`src/rtl/bidir_pin_sched.sv`:
```
// Round-robin scheduler for one bidirectional test pin shared by two serial
// writers and one serial reader, with a released-pin gap between owners.
module bidir_pin_sched #(
    parameter int DATA_BITS  = 8,
    parameter int BIT_CLOCKS = 4,
    parameter int TURNAROUND = 2
) (
    input  logic                 clock,
    input  logic                 reset_n,
    input  logic [1:0]           wr_req,
    input  logic [DATA_BITS-1:0] wr_data0,
    input  logic [DATA_BITS-1:0] wr_data1,
    input  logic                 rd_req,
    output logic [2:0]           grant,
    output logic                 busy,
    output logic                 done,
    output logic [DATA_BITS-1:0] rd_data,
    output logic                 rd_valid,
    output logic                 pin_o,
    output logic                 pin_t,
    input  logic                 pin_i,
    output logic [1:0]           state_dbg
);

    localparam int BW = $clog2(DATA_BITS + 1);
    localparam int CW = $clog2(BIT_CLOCKS);
    localparam int TW = $clog2(TURNAROUND + 1);
    localparam logic [BW-1:0] BIT_LAST   = BW'(DATA_BITS - 1);
    localparam logic [CW-1:0] CLK_LAST   = CW'(BIT_CLOCKS - 1);
    localparam logic [CW-1:0] CLK_PRE    = CW'(BIT_CLOCKS - 2);
    localparam logic [CW-1:0] CLK_SAMPLE = CW'(BIT_CLOCKS / 2);
    localparam logic [TW-1:0] GAP_LAST   = TW'(TURNAROUND - 1);

    typedef enum logic [1:0] {
        S_IDLE = 2'd0,
        S_XFER = 2'd1,
        S_GAP  = 2'd2
    } state_e;

    state_e               state_q, state_d;
    logic [BW-1:0]        bit_cnt_q, bit_cnt_d;
    logic [CW-1:0]        clk_cnt_q, clk_cnt_d;
    logic [TW-1:0]        gap_cnt_q, gap_cnt_d;
    logic [DATA_BITS-1:0] shift_q, shift_d;
    logic [DATA_BITS-1:0] rd_data_q, rd_data_d;
    logic [2:0]           grant_q, grant_d;
    logic [1:0]           last_q, last_d;
    logic                 done_q, done_d;
    logic                 rd_valid_q, rd_valid_d;
    logic                 pin_o_q, pin_o_d;
    logic                 pin_t_q, pin_t_d;
    logic                 sync1_q, sync2_q;
    logic [2:0]           req;
    logic [1:0]           win;

    // Search starts at the requester after the previous winner.
    function automatic logic [1:0] rr_pick(input logic [2:0] r, input logic [1:0] last);
        logic [1:0] w;
        w = 2'd0;
        case (last)
            2'd0:    if (r[1]) w = 2'd1; else if (r[2]) w = 2'd2; else w = 2'd0;
            2'd1:    if (r[2]) w = 2'd2; else if (r[0]) w = 2'd0; else w = 2'd1;
            default: if (r[0]) w = 2'd0; else if (r[1]) w = 2'd1; else w = 2'd2;
        endcase
        return w;
    endfunction

    assign req = {rd_req, wr_req};
    assign win = rr_pick(req, last_q);

    always_comb begin
        state_d    = state_q;
        bit_cnt_d  = bit_cnt_q;
        clk_cnt_d  = clk_cnt_q;
        gap_cnt_d  = gap_cnt_q;
        shift_d    = shift_q;
        rd_data_d  = rd_data_q;
        grant_d    = grant_q;
        last_d     = last_q;
        done_d     = 1'b0;
        rd_valid_d = 1'b0;
        case (state_q)
            S_IDLE: begin
                if (|req) begin
                    state_d   = S_XFER;
                    last_d    = win;
                    bit_cnt_d = '0;
                    clk_cnt_d = '0;
                    grant_d   = 3'b001 << win;
                    case (win)
                        2'd0:    shift_d = wr_data0;
                        2'd1:    shift_d = wr_data1;
                        default: shift_d = '0;
                    endcase
                end
            end
            S_XFER: begin
                if (grant_q[2] && clk_cnt_q == CLK_SAMPLE) begin
                    shift_d    = shift_q << 1;
                    shift_d[0] = sync2_q;
                end
                if (clk_cnt_q == CLK_LAST) begin
                    clk_cnt_d = '0;
                    if (bit_cnt_q == BIT_LAST) begin
                        state_d   = S_GAP;
                        grant_d   = 3'b000;
                        gap_cnt_d = '0;
                    end else begin
                        bit_cnt_d = bit_cnt_q + BW'(1);
                        if (!grant_q[2]) shift_d = shift_q << 1;
                    end
                end else begin
                    clk_cnt_d = clk_cnt_q + CW'(1);
                end
                // Registered outputs: raise done one cycle early so it lands in the last XFER cycle.
                if (bit_cnt_q == BIT_LAST && clk_cnt_q == CLK_PRE) begin
                    done_d = 1'b1;
                    if (grant_q[2]) begin
                        rd_valid_d = 1'b1;
                        rd_data_d  = shift_d;
                    end
                end
            end
            S_GAP: begin
                if (gap_cnt_q == GAP_LAST) state_d = S_IDLE;
                else gap_cnt_d = gap_cnt_q + TW'(1);
            end
            default: state_d = S_IDLE;
        endcase
        pin_t_d = !(state_d == S_XFER && !grant_d[2]);
        pin_o_d = pin_t_d ? 1'b1 : shift_d[DATA_BITS-1];
    end

    always_ff @(posedge clock or negedge reset_n) begin
        if (!reset_n) begin
            state_q    <= S_IDLE;
            bit_cnt_q  <= '0;
            clk_cnt_q  <= '0;
            gap_cnt_q  <= '0;
            shift_q    <= '0;
            rd_data_q  <= '0;
            grant_q    <= 3'b000;
            last_q     <= 2'd2;
            done_q     <= 1'b0;
            rd_valid_q <= 1'b0;
            pin_o_q    <= 1'b1;
            pin_t_q    <= 1'b1;
            sync1_q    <= 1'b1;
            sync2_q    <= 1'b1;
        end else begin
            state_q    <= state_d;
            bit_cnt_q  <= bit_cnt_d;
            clk_cnt_q  <= clk_cnt_d;
            gap_cnt_q  <= gap_cnt_d;
            shift_q    <= shift_d;
            rd_data_q  <= rd_data_d;
            grant_q    <= grant_d;
            last_q     <= last_d;
            done_q     <= done_d;
            rd_valid_q <= rd_valid_d;
            pin_o_q    <= pin_o_d;
            pin_t_q    <= pin_t_d;
            sync1_q    <= pin_i;
            sync2_q    <= sync1_q;
        end
    end

    assign grant     = grant_q;
    assign busy      = (state_q != S_IDLE);
    assign done      = done_q;
    assign rd_data   = rd_data_q;
    assign rd_valid  = rd_valid_q;
    assign pin_o     = pin_o_q;
    assign pin_t     = pin_t_q;
    assign state_dbg = state_q;

endmodule
```
`config.mk`:
```
export PLATFORM = sky130hd
export DESIGN_NAME = bidir_pin_sched
export DESIGN_NICKNAME = d
export VERILOG_FILES = /design/src/rtl/bidir_pin_sched.sv
export SDC_FILE = /design/constraint.sdc
export NUM_CORES = 1
export LEC_CHECK = 0
export CELL_PAD_IN_SITES_DETAIL_PLACEMENT = 0
export CELL_PAD_IN_SITES_GLOBAL_PLACEMENT = 1
export CORE_MARGIN = 5
export CORE_UTILIZATION = 30
export DETAILED_ROUTE_END_ITERATION = 12
export HOLD_SLACK_MARGIN = 0.1
export PLACE_DENSITY_LB_ADDON = 0.1
export SLEW_MARGIN = 0
export SYNTH_ARGS = -nofsm -noshare
export SYNTH_HDL_FRONTEND = slang
export SYNTH_SLANG_ARGS = --single-unit
```
`constraint.sdc`:
```
create_clock -name clock -period 2.29 [get_ports clock]
set_input_delay 0.229 -clock clock [delete_from_list [all_inputs] [get_ports clock]]
set_output_delay 0.229 -clock clock [all_outputs]
set_load 0.02 [all_outputs]
```
== Word-level counts from Yosys, hierarchy flattened ==
Cells that the tools add are included.
W data, S select, Z words.
Word-level totals
  bits of input ports: 22
  output and inout port bits: 18
  logic and storage cells: 92
  latch bits: 0
  bits in read-only memories: 0
  register bits: 37
  memories kept: 0
  memory bits (writable): 0
Operators by class
  shifts and indexed selects: 1
  divide/modulo/power cells: 0
  equal/unequal tests: 14
  add/subtract/negate cells: 3
  magnitude comparators: 0
  multiply operators: 0
  bitwise gates (word level): 0
  reductions and logical operators: 18
  mux-type cells: 40
Operators with widths (count)
  $mux W8: 5
  $pmux W8 S2: 2
  $mux W2: 14
  $mux W4: 3
  $pmux W2 S2: 3
  $reduce_and A4 Y1: 3
  $eq A2 B1 Y1 const B: 5
  $ne A2 B2 Y1 const B: 5
  $mux W3: 3
  $pmux W4 S2: 1
  $mux W1: 7
  $eq A2 B2 Y1 const B: 3
  $logic_not A2 Y1: 3
  $pmux W2 S3: 1
  $pmux W3 S2: 1
  $reduce_bool A2 Y1: 3
  $add A2 B1 Y2 const B: 2
  $add A4 B1 Y4 const B: 1
  $eq A4 B3 Y1 const B: 1
  $reduce_and A2 Y1: 2
  $logic_and A1 B1 Y1: 3
  $reduce_and A3 Y1: 1
  $reduce_or A3 Y1: 1
  $shl A1 B2 Y3 const A: 1
  $logic_not A1 Y1: 2

== Depth between registers and ports, before layout ==
Gate-level depths: netlist of the first run.
  depth after elaboration: 9
  gate-level depth with buffers: 8
  depth with buffers taken out: 7

== Least setup slack after synthesis of the first run ==
Ideal clock, no wire load.
  path kind: register to register
  from: register last_q[1]
  to: register pin_o_q (netlist: pin_o)
  library setup time: 0.088 ns
  buffers on the path: 1
  clock period less this slack: 1.720 ns
  path slack: 0.570 ns
  data arrival time: 1.632 ns
  stages on the path, launching flop included: 6
  path through: dfstp_2 o22ai_1 and3_4 buf_6 a222oi_1 or3b_1
Between the ends
  cells in the longest elaborated chain, start to end: 8
RTL lines
  from (decl): line 47  | logic [1:0] last_q, last_d;
  from (signal assigned): line 158  | last_q <= last_d;
  $eq A2 B1 Y1 / $logic_not A2 Y1 (equally long branches): line 60  | case (last)
  $pmux W2 S2 (*): line 60
  branches (longest 5 deep; another with $pmux W8 S2)
  $mux W1 (*): line 131  | pin_o_d = pin_t_d ? 1'b1 : shift_d[DATA_BITS-1];
  net pin_o_d: line 50  | logic pin_o_q, pin_o_d;
  to (signal assigned): line 161  | pin_o_q <= pin_o_d;
  to (decl): line 50
Mark *: on every way through the listed nets, which the timed path passes. The select of a mux whose other input is x is not followed.
A chain may end at the register's enable or synchronous reset.

== Final worst setup path of the first run ==
  from: register clk_cnt_q[0]
  to: register shift_q[1]
Between the ends
  cells in the longest elaborated chain, start to end: 7
RTL lines
  from (decl): line 42  | logic [CW-1:0] clk_cnt_q, clk_cnt_d;
  from (signal assigned): line 153  | clk_cnt_q <= clk_cnt_d;
  $eq A2 B2 Y1: line 98  | if (grant_q[2] && clk_cnt_q == CLK_SAMPLE) begin
  $logic_and A1 B1 Y1: line 98
  $mux W8: line 98
  $mux W8: line 110  | if (!grant_q[2]) shift_d = shift_q << 1;
  $mux W8: line 104  | if (bit_cnt_q == BIT_LAST) begin
  $mux W8 (*): line 102  | if (clk_cnt_q == CLK_LAST) begin
  $pmux W8 S2 (*): line 82  | case (state_q)
  to (signal assigned): line 155  | shift_q <= shift_d;
  to (decl): line 44  | logic [DATA_BITS-1:0] shift_q, shift_d;
Every way passes the cells marked *; elsewhere a longest branch is shown, timed or not.

==> flow_summary.yaml, run 1 <==
timing:
  rsz0062_at_grt: "no"
  drv_slew: 0
  period_needed_ns: 1.92
  relSlewSlack_pct: 67.6
  final.period_utilization_pct: 83.6
  clock_skew_ns: 0.00644
  hold_slack_ns: 0.350
  setup_viol: 0
  hold_viol_final: 0
  fmax_mhz: 522
  worst_pin_slew_ns: 0.485
  fin_tns_setup_ns: 0
route:
  wl_per_cell_um: 15.4
  ant_nets: 0
  drt_iter0_drc: 79
  vias: 1361
  finalWirelength_um: 4260
  via_per_inst: 4.93
  drt_first_pass_iters: 7
  post-route-drc-count: 0
critical_path:
  r2r-start: "clk_cnt_q[0]$_DFFE_PN0P_"
  crit_slowest_cell: "dfrtp_1"
  crit_arrival_ns: 2.08
  critical_path.startpoint_type: "register"
  cp.required_ns: 2.45
  end_kind: "register"
  cp.buffers_inverters: 1
  r2r_cells: 7
  r2r_slack_ns: 0.37
  max_stage_delay_ns: 0.39
  r2r_end: "shift_q[1]$_DFFE_PN0P_"
  crit_path_cell_trace: "inv_1, ha_1, and2_1, a31o_2, and2_0, a222oi_1, nand2_1"
  critPathKind: "register to register"
  crit_family: "simple AND/OR/NAND/NOR gates"
  cp_max_fo: 6
min_path:
  hp-class: "input port to register"
  min_path_cells: 1
  whs_endpoint: "sync1_q$_DFF_PN1_"
  worstHoldStart: "pin_i"
logic_synthesis:
  yosysWarnings: 0
  syn-num-nets: 184
  synth.avg_cell_area_um2: 10.8
  ys_seq_area_share_pct: 54.4
  synth_cell_types: 39
  synth_edf_count: 0
  postSynthCellCount: 158
  synthesis.area_um2: 1710
  async_flop_share_pct: 100
  ys_dominant_reg_cell: "dfrtp_1"
  ys_ff_latch: 37
clock_tree:
  cts.repair.resized: 0
  clk_pin_slew_ns: 0.08
  htreeDepth: 2
  clk_latency_ns: 0.29
  clock_sinks: 37
  root_buffer: "clkbuf_8"
  clockBufferDepth: 2
  cts_tree: "built"
  cts_setup_buffers: 0
  hold_buffers: 0
  cts_buffers: 5
pwr:
  p_per_area_nw_per_um2: 999
  pwr-share-clk_pct: 21.9
  total_leakage_power_nw: 1.03
  p_switching_w: 0.000799
  p_int_w: 0.00149
  switching_share_pct: 34.9
  sequentialPowerShare_pct: 43.3
  p_comb_share_pct: 34.8
  peakVddDrop_v: 0.000401
grt:
  grtUsageTotal_pct: 12.1
  grt_pass1_vias: 1441
  antenna_found_initial: 0
  grt_start_max_net_pins: 38
  overflow: 0
  grt_pass1_wl_um: 6970
finish:
  area_delta_synth_final_pct: 34.0
  nFillCells: 567
  area.sequential_um2: 932
  fin_area_um2: 2290
  nNetsFinal: 229
  instances_no_fill: 276
  mostFrequentLayoutCell: "clkdlybuf4s50_1"
  final_cell_mix: "39 x clkdlybuf4s50_1, 32 x dfrtp_1, 22 x nand2_1"
  multiInputGateArea_um2: 724
  drive_above_1_share_pct: 14.2
  antenna_cells: 0
floorplanning:
  die_w_um: 85.6
  die_height_um: 85.6
  die_area_um2: 7320
  core_um2: 5540
  ios: 40
  initial_core_util_pct: 30.9
  rows: 27
run_status:
  status: "finished clean"
placed_design:
  post_dp_cell_area_um2: 2190
  gp_congestion: 0.733
  dp_cells: 268
  hpwl_um: 3150
  io_buffers: 39
flow_run:
  max-cap-violations: 0
[cells in the mapped netlist, types with 2 or more instances]
| cell type | instances | area, um2 |
|---|---|---|
| a21o_1 | 2 | 15.0 |
| a21oi_1 | 3 | 15.0 |
| a222oi_1 | 7 | 70.1 |
| a22oi_1 | 2 | 15.0 |
| a31o_2 | 2 | 17.5 |
| a32o_1 | 2 | 20.0 |
| and2_1 | 4 | 25.0 |
| clkbuf_1 | 3 | 11.3 |
| dfrtp_1 | 32 | 801 |
| dfstp_2 | 5 | 131 |
| ha_1 | 4 | 50.1 |
| inv_1 | 9 | 33.8 |
| mux2_2 | 7 | 78.8 |
| mux2i_1 | 2 | 20.0 |
| nand2_1 | 22 | 82.6 |
| nand3_1 | 2 | 10.0 |
| nor2_1 | 9 | 33.8 |
| nor2b_1 | 5 | 31.3 |
| o21ai_0 | 10 | 50.1 |
| o21bai_1 | 5 | 37.5 |
| o22ai_1 | 3 | 18.8 |
[worst reg2reg max path, stage by stage (launching register included)]
cell	delay, ns
dfrtp_1	0.39
inv_1	0.06
ha_1	0.25
and2_1	0.19
a31o_2	0.24
and2_0	0.28
a222oi_1	0.29
nand2_1	0.10
[worst max path at each step]
stage          slack, ns                      to  cells after the start                startpoint
2_1_floorplan       0.57         pin_o$_DFF_PN1_                      5     last_q[1]$_DFFE_PN1P_
3_3_place_gp        0.22         pin_o$_DFF_PN1_                      6                    rd_req
3_5_place_dp        0.16         pin_o$_DFF_PN1_                      6                    rd_req
4_1_cts             0.37  shift_q[6]$_DFFE_PN0P_                      7  clk_cnt_q[0]$_DFFE_PN0P_
5_1_grt             0.25  shift_q[6]$_DFFE_PN0P_                      7  clk_cnt_q[0]$_DFFE_PN0P_
6_report            0.37  shift_q[1]$_DFFE_PN0P_                      7  clk_cnt_q[0]$_DFFE_PN0P_
[stage by stage]
stage,util (%),total power (W),setup WS [ns]
after floorplan,-,0.00150,0.570
after global placement,39.6,0.00178,0.224
after detailed placement,39.6,0.00181,0.155
after CTS,41.4,0.00232,0.374
after global routing,41.4,0.00246,0.254
final,41.4,0.00229,0.375
[flip-flops by register name, summed over array words and instances (netlist names), 2 cells and up]
name       flops
bit_cnt_q      4
clk_cnt_q      2
gap_cnt_q      2
grant          3
last_q         2
rd_data        8
shift_q        8
state_dbg      2
[kinds of logic (layout without fill, tap and decap cells)]
kind of cell	Yosys count	in the layout	synth area share (%)
AO/OA/AOI/OAI	43	43	18.4
adder cells (fa/ha/maj)	4	4	2.92
buffers and inverters	13	59	3.29
flip-flops	37	37	54.4
multiplexers	9	9	5.77
AND/OR/NAND/NOR	52	52	15.2
[final cells by class]
cell class / instances / area share (%)
sequential: 37 / 40.6
inverter: 9 / 1.47
clock inverter: 1 / 0.218
multi-input combinational: 108 / 31.6
timing repair buffer: 42 / 18.0
tap: 72 / 3.93
clock buffer: 7 / 4.20
[metal layers]
layer	share of wire [%]	up-vias	track usage [%]
met3	5.0	2	4.42
met5	0	-	0
li1	-	659	-
met1	47	670	16.1
met4	0.54	0	3.02
met2	48	30	18.9
[power by group through the flow]
stage,Clock [W],Sequential (W),Combinational [W]
floorplan,0,0.00103,0.000472
global placement,0,0.000997,0.000782
detailed placement,0,0.00101,0.000806
CTS,0.000518,0.000994,0.000810
global route,0.000546,0.00102,0.000896
finish,0.000502,0.000992,0.000797
Note: power is estimated with default switching activity, not from simulation.
==> inputs of run 2 (changes only) <==
clock period = 1.6 ns   (was 2.29 ns; I/O delays follow)
==> flow_summary.yaml, run 2 (synthesis gave the netlist of run 1 again) <==
finish:
  drive_above_1_share_pct: 36.0
  antenna_cells: 0
  multiInputGateArea_um2: 851
  area_delta_synth_final_pct: 58.8
  nFillCells: 542
  area.sequential_um2: 933
  nNetsFinal: 268
  final_cell_mix: "38 x buf_4, 33 x clkdlybuf4s50_1, 31 x dfrtp_1"
  mostFrequentLayoutCell: "buf_4"
  final_core_util_pct: 49.1
grt:
  grt_start_max_net_pins: 15
  grt_pass1_wl_um: 8050
  overflow: 0
  grtUsageTotal_pct: 13.9
  antenna_found_initial: 0
  grt_pass1_vias: 1633
clock_tree:
  clk_pin_slew_ns: 0.07
  cts_buffers: 5
  clockBufferDepth: 2
  clk_latency_ns: 0.28
  clock_sinks: 37
  root_buffer: "clkbuf_8"
  cts_tree: "built"
  htreeDepth: 2
placed_design:
  gp_congestion: 0.791
  dp_slack_ns: -0.397
  hpwl_um: 3620
  io_buffers: 39
route:
  wl_per_cell_um: 15.6
  drt_iter0_drc: 93
  via_per_inst: 4.88
  post-route-drc-count: 0
  ant_nets: 0
  finalWirelength_um: 4910
  drt_first_pass_iters: 5
  vias: 1532
run_status:
  violations: "setup timing"
  status: "complete, but fails checks"
critical_path:
  end_kind: "register"
  cp.required_ns: 1.81
  r2r_cells: 4
  crit_arrival_ns: 1.93
  critPathKind: "register to register"
  cp_max_fo: 8
  r2r_slack_ns: -0.13
  critical_path.startpoint_type: "register"
min_path:
  hp-class: "input port to asynchronous set/reset pin"
pwr:
  p_per_area_nw_per_um2: 1500
  total_leakage_power_nw: 1.26
  peakVddDrop_v: 0.000529
floorplanning:
  initial_core_util_pct: 30.9
  rows: 27
  die_w_um: 85.6
  core_um2: 5540
  ios: 40
  die_area_um2: 7320
  die_height_um: 85.6
timing:
  final.period_utilization_pct: 108
  clock_skew_ns: 0.00498
  drv_slew: 0
  setup_viol: 19
  hold_viol_final: 0
  period_needed_ns: 1.73
  setup_ws_ns: -0.126
  rsz0062_at_grt: "yes"
  fmax_mhz: 579
  relSlewSlack_pct: 75.1
  worst_pin_slew_ns: 0.374
flow_run:
  max-cap-violations: 0
[run 2: changes by cell type in the layout (fill, tap and decap cells not counted), moves of 3 or more]
cell	delta
clkdlybuf4s50_1	-6
ha_1	-3
nor2_2	+3
nor2_1	-3
o21ai_0	-4
dlymetal6s2s_1	+3
ha_2	+3
buf_4	+35
o21ai_1	+3
[run 2: timing repair]
action / in CTS / in global routing
setup buffers: 4 / 5
hold buffers: 1 / 0
hold endpoints to repair: 32 / 0
gates cloned: 0 / 1
endpoints found under the setup margin: 25 / 31
gates resized for setup: 24 / 11
pin swaps: 10 / 2
[run 2: power by group]
| part | total (W) | internal, W | switching (W) |
|---|---|---|---|
| Sequential | 0.00140 | 0.00121 | 0.000193 |
| Clock | 0.000778 | 0.000453 | 0.000325 |
| Combinational | 0.00190 | 0.00103 | 0.000867 |
[run 2: stage by stage]
step,setup TNS [ns],std cells,power [W],hold slack [ns],instance area (um2)
2_1_floorplan,-0.272,158,0.00219,-0.136,1740
3_3_place_gp,-4.20,298,0.00297,0.0533,2440
3_5_place_dp,-5.14,298,0.00302,0.0574,2440
5_1_grt,-4.05,314,0.00439,0.280,2720
6_report,-1.18,314,0.00408,0.291,2720
4_1_cts,-0.713,310,0.00401,0.283,2650
[run 2: final timing paths]
check | start | end
min in group clock | pin_i | sync1_q$_DFF_PN1_
max in group asynchronous | reset_n | sync1_q$_DFF_PN1_
setup / recovery | last_q[1]$_DFFE_PN1P_ | pin_o$_DFF_PN1_
setup reg to reg | last_q[1]$_DFFE_PN1P_ | pin_o$_DFF_PN1_
hold / removal | reset_n | bit_cnt_q[2]$_DFFE_PN0P_
hold reg to reg | sync1_q$_DFF_PN1_ | sync2_q$_DFF_PN1_
[run 2: critical path: stages (launching register included)]
cell and delay, ns:
dfstp_2 0.60, o22ai_1 0.09, and3_4 0.16, a222oi_1 0.39
or3b_1 0.40
[run 2: area by class of cell]
type	count	share of cell area [%]
clock buffer	5	2.53
clock inverter	2	1.29
inverter	9	1.24
multi-input combinational	109	31.3
sequential	37	34.3
tap	72	3.31
timing repair buffer	80	26.0
[run 2: metal layers]
metal / up-vias / share of wire (%) / track usage [%]
met5: - / 0 / 0
met4: 0 / 0.69 / 3.31
met3: 4 / 5.6 / 3.36
met2: 42 / 49 / 23.7
met1: 745 / 44 / 17.9
li1: 741 / - / -
==> inputs of run 3 (changes only) <==
clock period = 2.15 ns   (was 1.6 ns; I/O delays follow)
==> flow_summary.yaml, run 3 (synthesis gave the netlist of run 1 again) <==
grt:
  antenna_found_initial: 0
  grtUsageTotal_pct: 12.4
  grt_pass1_wl_um: 7090
  grt_start_max_net_pins: 38
  grt_pass1_vias: 1443
  overflow: 0
clock_tree:
  htreeDepth: 2
  clock_sinks: 37
  hold_buffers: 0
  cts_tree: "built"
  clk_pin_slew_ns: 0.08
  root_buffer: "clkbuf_8"
  clk_latency_ns: 0.29
  cts.repair.resized: 0
  clockBufferDepth: 2
  cts_buffers: 5
  cts_setup_buffers: 0
route:
  ant_nets: 0
  wl_per_cell_um: 15.3
  vias: 1411
  drt_first_pass_iters: 6
  via_per_inst: 5.00
  post-route-drc-count: 0
  drt_iter0_drc: 77
  finalWirelength_um: 4320
placed_design:
  dp_cells: 274
  hpwl_um: 3230
  gp_congestion: 0.742
  io_buffers: 39
critical_path:
  crit_slowest_cell: "dfrtp_1"
  r2r-start: "clk_cnt_q[0]$_DFFE_PN0P_"
  cp_max_fo: 6
  crit_path_cell_trace: "inv_1, ha_1, and2_1, a31o_2, and2_0, a222oi_1, nand2_1"
  r2r_cells: 7
  critPathKind: "register to register"
  end_kind: "register"
  crit_arrival_ns: 2.06
  cp-startpoint: "clk_cnt_q[0]$_DFFE_PN0P_"
  critical_path.startpoint_type: "register"
  r2r_slack_ns: 0.26
  max_stage_delay_ns: 0.39
  cp.required_ns: 2.31
finish:
  final_cell_mix: "39 x clkdlybuf4s50_1, 32 x dfrtp_1, 22 x nand2_1"
  drive_above_1_share_pct: 16.2
  final_core_util_pct: 42.1
  mostFrequentLayoutCell: "clkdlybuf4s50_1"
  antenna_cells: 0
  area_delta_synth_final_pct: 36.2
  nNetsFinal: 235
  instances_no_fill: 282
floorplanning:
  die_area_um2: 7320
  core_um2: 5540
  die_height_um: 85.6
  die_w_um: 85.6
  initial_core_util_pct: 30.9
  rows: 27
  ios: 40
timing:
  drv_slew: 0
  relSlewSlack_pct: 64.3
  worst_pin_slew_ns: 0.535
  rsz0062_at_grt: "no"
  period_needed_ns: 1.89
  fin_tns_setup_ns: 0
  setup_viol: 0
  fmax_mhz: 528
  clock_skew_ns: 0.0103
  hold_slack_ns: 0.332
  hold_viol_final: 0
  final.period_utilization_pct: 88.0
pwr:
  power_w: 0.00244
  p_per_area_nw_per_um2: 1050
  total_leakage_power_nw: 1.05
  peakVddDrop_v: 0.000435
min_path:
  hp-class: "input port to register"
  worstHoldStart: "pin_i"
  min_path_cells: 1
run_status:
  status: "finished clean"
flow_run:
  max-cap-violations: 0
==> run 3: cell types whose count changed in the layout (fill, tap and decap cells not counted), sizes merged <==
cell	previous run	this run
buf	41	9
clkdlybuf4s50	33	39
dlymetal6s2s	3	0
clkbuf	5	7
dlygate4sd2	2	0
bufinv	1	0
clkinv	1	0
clkinvlp	0	1
dlygate4sd3	1	0
nand3	3	2
==> run 3: final cells by class <==
type	count	area, um2
Sequential cell	37	932
Inverter	9	33.8
Multi-Input combinational cell	108	724
Fill cell	560	3210
Tap cell	72	90.1
Clock buffer	7	86.3
Clock inverter	1	7.51
Timing Repair Buffer	48	458
==> run 3: worst max-delay path, delay by kind of cell (launching register included) <==
kind                       cells  cell delay [ns]
and+or+nand+nor                3             0.55
buffers and inverters          1             0.06
AOI/OAI and AO/OA              2             0.53
DFF                            1             0.39
adders and majority gates      1             0.24
==> run 3: worst paths after layout <==
path	endpoint
setup / recovery	shift_q[6]$_DFFE_PN0P_
hold / removal	sync1_q$_DFF_PN1_
setup reg to reg	shift_q[6]$_DFFE_PN0P_
hold reg to reg	sync2_q$_DFF_PN1_
max in group asynchronous	sync2_q$_DFF_PN1_
min in group asynchronous	rd_data[7]$_DFFE_PN0P_
==> run 3: stage by stage <==
step                      area [um2]  setup slack, ns
after floorplan                 1710            0.430
after global placement          2240            0.137
after detailed placement        2240           0.0791
after CTS                       2330            0.236
after global routing            2330           0.0788
final                           2330            0.258
==> run 3: layer usage <==
| layer | vias up | global-route usage (%) | part of all wire [%] |
|---|---|---|---|
| li1 | 677 | - | - |
| met1 | 694 | 15.1 | 45 |
| met2 | 33 | 20.8 | 48 |
| met3 | 7 | 3.36 | 5.2 |
| met4 | 0 | 5.04 | 1.5 |
| met5 | - | 0 | 0 |
==> run 3: power by group <==
| group | internal (W) | total [W] | switching (W) |
|---|---|---|---|
| Sequential | 0.000899 | 0.00106 | 0.000158 |
| Combinational | 0.000422 | 0.000882 | 0.000460 |
| Clock | 0.000260 | 0.000499 | 0.000239 |
